==> src/rtl/mem_bus_arbiter_if.sv <==
// Bus bundle between the IF/LS requesters, the arbiter and the memory port.
// The arbiter takes the slave view; requesters and memory drive the master view.
interface mem_bus_arbiter_if #(
    parameter int SIZE   = 8,
    parameter int ADDR_W = 8
);
    logic              if_req;
    logic [ADDR_W-1:0] if_addr;
    logic              if_gnt;
    logic              if_valid;
    logic [SIZE-1:0]   if_rdata;

    logic              ls_req;
    logic              ls_we;
    logic [ADDR_W-1:0] ls_addr;
    logic [SIZE-1:0]   ls_wdata;
    logic              ls_gnt;
    logic              ls_valid;
    logic [SIZE-1:0]   ls_rdata;

    logic              bus_err;

    logic              mem_en;
    logic              mem_we;
    logic [ADDR_W-1:0] mem_addr;
    logic [SIZE-1:0]   mem_wdata;
    logic [SIZE-1:0]   mem_rdata;
    logic              mem_ready;

    modport slave (
        input  if_req, if_addr,
        input  ls_req, ls_we, ls_addr, ls_wdata,
        input  mem_rdata, mem_ready,
        output if_gnt, if_valid, if_rdata,
        output ls_gnt, ls_valid, ls_rdata,
        output bus_err,
        output mem_en, mem_we, mem_addr, mem_wdata
    );

    modport master (
        output if_req, if_addr,
        output ls_req, ls_we, ls_addr, ls_wdata,
        output mem_rdata, mem_ready,
        input  if_gnt, if_valid, if_rdata,
        input  ls_gnt, ls_valid, ls_rdata,
        input  bus_err,
        input  mem_en, mem_we, mem_addr, mem_wdata
    );
endinterface

==> src/rtl/mem_bus_arbiter.sv <==
// Shares one memory port between instruction fetch and load/store.
// One access at a time, round-robin on contention, timeout abort.
module mem_bus_arbiter #(
    parameter int SIZE    = 8,
    parameter int ADDR_W  = 8,
    parameter int TIMEOUT = 15
) (
    input logic              clk,
    input logic              rstn,
    mem_bus_arbiter_if.slave bus
);
    typedef enum logic {IDLE, BUSY} state_t;

    localparam int CW = $clog2(TIMEOUT + 1);
    localparam logic [CW-1:0] LAST = CW'(TIMEOUT - 1);

    state_t        state;
    logic          owner_ls;
    logic          last_ls;
    logic [CW-1:0] cnt;
    logic          any_req;
    logic          pick_ls;

    assign any_req = bus.if_req | bus.ls_req;
    // on contention the side that did not own the last access wins
    assign pick_ls = bus.ls_req & (~bus.if_req | ~last_ls);

    always_ff @(posedge clk or negedge rstn) begin
        if (!rstn) begin
            state         <= IDLE;
            owner_ls      <= 1'b0;
            last_ls       <= 1'b1;
            cnt           <= '0;
            bus.if_gnt    <= 1'b0;
            bus.if_valid  <= 1'b0;
            bus.if_rdata  <= '0;
            bus.ls_gnt    <= 1'b0;
            bus.ls_valid  <= 1'b0;
            bus.ls_rdata  <= '0;
            bus.bus_err   <= 1'b0;
            bus.mem_en    <= 1'b0;
            bus.mem_we    <= 1'b0;
            bus.mem_addr  <= '0;
            bus.mem_wdata <= '0;
        end else begin
            case (state)
                IDLE: begin
                    bus.if_valid <= 1'b0;
                    bus.ls_valid <= 1'b0;
                    bus.bus_err  <= 1'b0;
                    if (any_req) begin
                        state         <= BUSY;
                        owner_ls      <= pick_ls;
                        cnt           <= '0;
                        bus.if_gnt    <= ~pick_ls;
                        bus.ls_gnt    <= pick_ls;
                        bus.mem_en    <= 1'b1;
                        bus.mem_we    <= pick_ls & bus.ls_we;
                        bus.mem_addr  <= pick_ls ? bus.ls_addr : bus.if_addr;
                        bus.mem_wdata <= pick_ls ? bus.ls_wdata : '0;
                    end
                end
                BUSY: begin
                    bus.if_gnt <= 1'b0;
                    bus.ls_gnt <= 1'b0;
                    if (bus.mem_ready) begin
                        state      <= IDLE;
                        bus.mem_en <= 1'b0;
                        last_ls    <= owner_ls;
                        if (owner_ls) begin
                            bus.ls_valid <= 1'b1;
                            if (!bus.mem_we) bus.ls_rdata <= bus.mem_rdata;
                        end else begin
                            bus.if_valid <= 1'b1;
                            bus.if_rdata <= bus.mem_rdata;
                        end
                    end else if (cnt == LAST) begin
                        // memory never answered: release the bus with an error
                        state       <= IDLE;
                        bus.mem_en  <= 1'b0;
                        bus.bus_err <= 1'b1;
                        last_ls     <= owner_ls;
                        if (owner_ls) begin
                            bus.ls_valid <= 1'b1;
                            bus.ls_rdata <= '0;
                        end else begin
                            bus.if_valid <= 1'b1;
                            bus.if_rdata <= '0;
                        end
                    end else begin
                        cnt <= cnt + 1'b1;
                    end
                end
                default: state <= IDLE;
            endcase
        end
    end
endmodule
==> src/flat_wrapper.sv <==
// flat-port wrapper written by rule: the top's interface ports become plain ports
module mem_bus_arbiter_flat 
#(
    parameter int SIZE    = 8,
    parameter int ADDR_W  = 8,
    parameter int TIMEOUT = 15
)
  (clk, rstn, bus_if_req, bus_if_addr, bus_ls_req, bus_ls_we, bus_ls_addr, bus_ls_wdata, bus_mem_rdata, bus_mem_ready, bus_if_gnt, bus_if_valid, bus_if_rdata, bus_ls_gnt, bus_ls_valid, bus_ls_rdata, bus_bus_err, bus_mem_en, bus_mem_we, bus_mem_addr, bus_mem_wdata);
  mem_bus_arbiter_if #(.SIZE(SIZE), .ADDR_W(ADDR_W)) bus_i ();
  input logic clk;
  input logic rstn;
  input wire logic [$bits(bus_i.if_req)-1:0] bus_if_req;
  input wire logic [$bits(bus_i.if_addr)-1:0] bus_if_addr;
  input wire logic [$bits(bus_i.ls_req)-1:0] bus_ls_req;
  input wire logic [$bits(bus_i.ls_we)-1:0] bus_ls_we;
  input wire logic [$bits(bus_i.ls_addr)-1:0] bus_ls_addr;
  input wire logic [$bits(bus_i.ls_wdata)-1:0] bus_ls_wdata;
  input wire logic [$bits(bus_i.mem_rdata)-1:0] bus_mem_rdata;
  input wire logic [$bits(bus_i.mem_ready)-1:0] bus_mem_ready;
  output wire logic [$bits(bus_i.if_gnt)-1:0] bus_if_gnt;
  output wire logic [$bits(bus_i.if_valid)-1:0] bus_if_valid;
  output wire logic [$bits(bus_i.if_rdata)-1:0] bus_if_rdata;
  output wire logic [$bits(bus_i.ls_gnt)-1:0] bus_ls_gnt;
  output wire logic [$bits(bus_i.ls_valid)-1:0] bus_ls_valid;
  output wire logic [$bits(bus_i.ls_rdata)-1:0] bus_ls_rdata;
  output wire logic [$bits(bus_i.bus_err)-1:0] bus_bus_err;
  output wire logic [$bits(bus_i.mem_en)-1:0] bus_mem_en;
  output wire logic [$bits(bus_i.mem_we)-1:0] bus_mem_we;
  output wire logic [$bits(bus_i.mem_addr)-1:0] bus_mem_addr;
  output wire logic [$bits(bus_i.mem_wdata)-1:0] bus_mem_wdata;
  assign bus_i.if_req = bus_if_req;
  assign bus_i.if_addr = bus_if_addr;
  assign bus_i.ls_req = bus_ls_req;
  assign bus_i.ls_we = bus_ls_we;
  assign bus_i.ls_addr = bus_ls_addr;
  assign bus_i.ls_wdata = bus_ls_wdata;
  assign bus_i.mem_rdata = bus_mem_rdata;
  assign bus_i.mem_ready = bus_mem_ready;
  assign bus_if_gnt = bus_i.if_gnt;
  assign bus_if_valid = bus_i.if_valid;
  assign bus_if_rdata = bus_i.if_rdata;
  assign bus_ls_gnt = bus_i.ls_gnt;
  assign bus_ls_valid = bus_i.ls_valid;
  assign bus_ls_rdata = bus_i.ls_rdata;
  assign bus_bus_err = bus_i.bus_err;
  assign bus_mem_en = bus_i.mem_en;
  assign bus_mem_we = bus_i.mem_we;
  assign bus_mem_addr = bus_i.mem_addr;
  assign bus_mem_wdata = bus_i.mem_wdata;
  mem_bus_arbiter #(.SIZE(SIZE), .ADDR_W(ADDR_W), .TIMEOUT(TIMEOUT)) u_core (.clk(clk), .rstn(rstn), .bus(bus_i));
endmodule
==> config.mk <==
export PLATFORM = sky130hd
export DESIGN_NAME = mem_bus_arbiter_flat
export DESIGN_NICKNAME = d
export VERILOG_FILES = /design/src/rtl/mem_bus_arbiter_if.sv /design/src/rtl/mem_bus_arbiter.sv /design/src/flat_wrapper.sv
export SDC_FILE = /design/constraint.sdc
export NUM_CORES = 1
export LEC_CHECK = 0
export CAP_MARGIN = 20
export CORE_ASPECT_RATIO = 1.5
export CORE_MARGIN = 2
export CORE_UTILIZATION = 44
export CTS_BUF_LIST = sky130_fd_sc_hd__clkbuf_4
export DETAILED_ROUTE_END_ITERATION = 16
export PLACE_DENSITY = 0.78
export REMOVE_ABC_BUFFERS = 1
export SYNTH_ARGS = -nofsm -noshare
export SYNTH_HDL_FRONTEND = slang
export SYNTH_SLANG_ARGS = --single-unit
==> constraint.sdc <==
create_clock -name clk -period 1.89 [get_ports clk]
set_clock_uncertainty 0.1 [all_clocks]
set_input_delay 0.189 -clock clk [delete_from_list [all_inputs] [get_ports clk]]
set_output_delay 0.189 -clock clk [all_outputs]
set_load 0.02 [all_outputs]
; ---- After elaboration in Yosys (flattened, before gate mapping)
; Index checks and enable logic that the tools add are counted.
[totals]
regBits = 46
inputBits = 38
out_inout_bits = 39
elab_cells = 80
[op_classes]
n_addsub = 1
n_eq_ne = 7
muxes = 40
bitwise = 9
n_reduce_logical = 8
[ops]
columns = cell, count
row1 = 8-bit 2-to-1 mux, 11
row2 = 1-bit 2-to-1 mux, 18
row3 = 1-bit one-hot mux with 2 select lines, 7
row4 = 4-bit 2-to-1 mux, 3
row5 = "2-bit != test, second input constant", 4
row6 = 4-bit one-hot mux with 2 select lines, 1
row7 = 2-bit AND reduction, 4
row8 = 3-bit AND reduction, 2
row9 = 1-bit inverter, 5
row10 = "4-bit by 1-bit adder with 4-bit output, second input constant", 1
row11 = "4-bit == test, second input constant", 1
row12 = 4-bit AND reduction, 1
row13 = "3-bit != test, second input constant", 1
row14 = 1-bit bitwise AND, 2
row15 = "2-bit by 1-bit != test with 1-bit output, second input constant", 1
row16 = 1-bit bitwise OR, 2
row17 = 2-bit nonzero test, 1

; ---- Longest topological paths before layout
[depth]
word_depth = 6
mapped_depth = 5
ltp_nobuf = 5

; ---- Worst setup path before layout
; OpenSTA, ideal clock, no wires.
[synth_path]
path_type = reg-to-reg
startpoint = register u_core.cnt[0]
endpoint = register u_core.bus.ls_rdata[0]
setup_time_ns = 0.121
arrival_ns = 1.264
required_time_ns = 1.669
setup_slack_ns = 0.405
path_stages_with_launch = 6
n_path_buf = 0
period_less_slack_ns = 1.485
cell_sequence = dfrtp_1 -> inv_1 -> ha_1 -> a31o_2 -> nand4_1 -> a22o_1
[synth_between]
elab_chain_len = 3
[synth_rtl]
columns = element, line_no
row1 = start: declaration, mem_bus_arbiter.sv:20  ; logic [CW-1:0] cnt;
row2 = start signal: assignment, mem_bus_arbiter.sv:91  ; cnt <= cnt + 1'b1;
row3 = 4-bit == test, mem_bus_arbiter.sv:77  ; end else if (cnt == LAST) begin
row4 = 2-bit nonzero test (no source line), --
row5 = 4-bit AND reduction (no source line), --
row6 = end signal: assignment, mem_bus_arbiter.sv:72  ; if (!bus.mem_we) bus.ls_rdata <= bus.mem_rdata;
row7 = end: declaration, mem_bus_arbiter_if.sv:35  ; output ls_gnt, ls_valid, ls_rdata,
; No other way between the ends.
; A chain may end at the register's enable or synchronous reset.

; ---- Final worst setup path
[layout_path]
startpoint = register u_core.cnt[0]
endpoint = register u_core.bus.ls_rdata[2]
; The elaborated chain is that of the path after synthesis.

==> flow_metrics.py <==
metrics = {
    "critical_path": {
        "endpoint_kind": "flop",
        "crit_end": "u_core.bus.ls_rdata[2]",
        "r2r_slack_ns": 0.15,
        "rr_endpoint": "u_core.bus.ls_rdata[2]",
        "reg2reg_depth": 5,
        "cp-startpoint": "u_core.cnt[0]",
        "criticalPathCategory": "reg2reg",
        "required_ns": 2.03,
        "crit_fanout": 8,
        "crit_arrival_ns": 1.88,
        "r2r-start": "u_core.cnt[0]",
        "start_kind": "flop",
    },
    "sta": {
        "timing.hold.ws_ns": 0.189,
        "maxSlewHeadroom": 0.719,
        "fin_crit_ns": 1.74,
        "fmax_mhz": 574,
        "hold_viol_final": 0,
        "tightest_slew_ns": 0.421,
        "grt_setup_unrepaired": "false",
        "setup_tns_ns": 0,
        "setup_ws_ns": 0.148,
        "timing.final.crit_share": 0.922,
        "setup_violations": 0,
        "drv_slew": 0,
    },
    "final_layout": {
        "stdcell_area_um2": 2790,
        "fin_util": 0.667,
        "num_antenna_cells": 0,
        "fillers": 321,
        "fin_cells": 270,
        "area_growth_pct": 48.6,
        "layout-drive-gt1-share": 0.116,
        "nNetsFinal": 263,
    },
    "synth": {
        "ys_types": 35,
        "synth-edff-count": 0,
        "ys_warn_count": 0,
        "netlist_area_um2": 1870,
        "synthArstFlopShare": 1.00,
        "synth_top_area_share": 0.601,
        "ys_seq_area_frac": 0.615,
        "synth.area.top_cells": "dfrtp_1, a22o_1, mux2i_1",
        "synth_ff_type": "dfrtp_1",
        "yosysTopAreaCell": "dfrtp_1",
        "syn-mean-instance-area_um2": 13.3,
        "synth_seq_cells": 46,
        "syn_inst": 141,
    },
    "floorplan": {
        "ios": 77,
        "die-width_um": 57.3,
        "die-area_um2": 4810,
        "core_um2": 4170,
        "die_height_um": 83.9,
        "start_util": 0.449,
        "num_rows": 29,
    },
    "detailed_routing": {
        "wirelength_um": 4430,
        "drc": 0,
        "post_drt_wl_per_cell_um": 16.4,
        "num_vias": 1517,
        "wl_met3_um": 364,
        "drtAntennaViolNets": 0,
        "firstDrtPassIters": 4,
        "wl_met2_um": 2280,
        "m1WireLength_um": 1720,
        "drtIter0Drc": 36,
        "dr.max_layer_used": "met4",
        "viasPerCell": 5.62,
    },
    "power_and_ir_drop": {
        "ir_drop_mv": 1.11,
        "report.power.total_mw": 4.01,
        "clock_power_share": 0.145,
        "p_leak_nw": 1.26,
        "power_density_nw_per_um2": 1440,
        "power_frac_comb": 0.451,
        "p_sw_frac": 0.351,
        "internal_power_mw": 2.60,
        "sequentialPowerShare": 0.405,
        "switchingPower_mw": 1.41,
    },
    "place": {
        "dpl.hpwl_um": 3390,
        "place_inst": 261,
        "dpl_cell_area_um2": 2700,
        "gp_congestion": 0.764,
        "place_ws_ns": 0.0882,
        "io_buffers": 76,
    },
    "grt": {
        "grt_pass1_vias": 1623,
        "grt_antenna_before_repair": 0,
        "gr-total-overflow": 0,
        "grt_pass1_wl_um": 7690,
        "grt_max_degree": 33,
        "grt_usage": 0.204,
    },
    "cts": {
        "clk_root_buffer_cell": "clkbuf_4",
        "clock_sinks": 46,
        "clk_pin_slew_ns": 0.12,
        "clk_latency_ns": 0.35,
        "cts_buffers": 5,
        "cts_post_setup_buffers_inserted": 0,
        "cts_tree": "done",
        "clockBufferDepth": 2,
        "cts_htree_levels": 2,
    },
    "run": {
        "cap_violations": 0,
    },
    "run_status": {
        "status": "finished, final reports clean",
    },
    "min_path": {
        "hold_class": "in2async",
    },
}
==> layer usage <==
metal  GRT usage  vias up
li1            -      689
met1       0.239      739
met2       0.359       83
met3      0.0589        6
met4      0.0529        0
met5           0        -
==> final cells by class <==
type	count	area [um2]	area share
clock buffer	6	45.0	0.0162
clock inverter	2	33.8	0.0121
inverter	1	3.75	0.00135
multi-input combinational	87	677	0.243
sequential	46	1150	0.414
tap	46	57.6	0.0207
timing repair buffer	82	816	0.293
==> timing repair <==
| item | 4_1_cts | 5_1_grt |
|---|---|---|
| endpoints found under the hold margin | 17 | 0 |
| gates resized for setup | 0 | 0 |
| hold buffers | 1 | 0 |
==> logic make-up after synthesis <==
kind of cell	Yosys count	synth area share
and+or+nand+nor	30	0.0888
adders and majority gates	2	0.0133
muxes	9	0.0487
AOI/OAI and AO/OA	45	0.206
buffers and inverters	8	0.0240
xor gates and xnor gates	1	0.00467
DFF	46	0.615
==> flip-flops by register name, indices dropped and copies added (netlist names) <==
register              cells
u_core.bus.ls_rdata       8
u_core.bus.ls_gnt         1
u_core.bus.if_rdata       8
u_core.bus.if_gnt         1
u_core.bus.mem_addr       8
u_core.cnt                4
u_core.bus.mem_we         1
u_core.owner_ls           1
u_core.last_ls            1
u_core.bus.ls_valid       1
u_core.bus.mem_en         1
u_core.bus.bus_err        1
u_core.bus.mem_wdata      8
u_core.state              1
u_core.bus.if_valid       1
==> cell usage after synthesis (all sizes together), types with 2 or more instances <==
cell type,count
o21bai,2
ha,2
mux2i,8
a21oi,3
nand2,12
buf,5
a221o,4
a22o,25
nor3b,4
nor2,3
dfrtp,45
o21a,2
clkbuf,2
o21ai,4
nand3,3
and2b,2
==> worst max-delay path, cell delays in order, from the launching register on <==
cell     delay [ns]
dfrtp_1        0.44
inv_1          0.08
ha_1           0.18
a31o_2         0.21
nand4_1        0.32
a22o_1         0.30
==> how the worst min path moves through the flow <==
stage	startpoint	to	slack, ns
5_1_grt	rstn	u_core.cnt[3]	0.19
6_report	rstn	u_core.cnt[3]	0.19
3_5_place_dp	rstn	u_core.bus.if_rdata[6]	0.04
2_1_floorplan	rstn	u_core.bus.bus_err	-0.21
4_1_cts	rstn	u_core.cnt[2]	0.18
3_3_place_gp	rstn	u_core.bus.if_rdata[6]	0.03
==> layout by cell type, fill, tap and decap left out, drive strengths merged <==
master	instances
mux2	1
a31oi	1
xor2	1
bufinv	1
clkinv	1
clkdlybuf4s50	75
dlygate4sd3	1
nor3b	4
nor2b	1
a22o	25
nand3	3
inv	1
a21oi	3
dfstp	1
ha	2
o21bai	2
and2b	2
o21a	2
buf	6
or2b	1
and3b	1
nand3b	1
o21ai	4
nor2	3
nand2	12
a221o	4
mux2i	8
a21boi	1
nand4	1
a21o	1
and4b	1
clkbuf	6
a31o	1
a21bo	1
dfrtp	45
==> power by group through the flow <==
stage,sequential [mW],clock (mW),combinational (mW)
floorplan,2.00,0,0.502
global placement,1.61,0,1.77
detailed placement,1.63,0,1.82
CTS,1.62,0.603,1.83
global route,1.67,0.648,1.93
finish,1.62,0.579,1.81
Note: power is estimated with default switching activity, not from simulation.
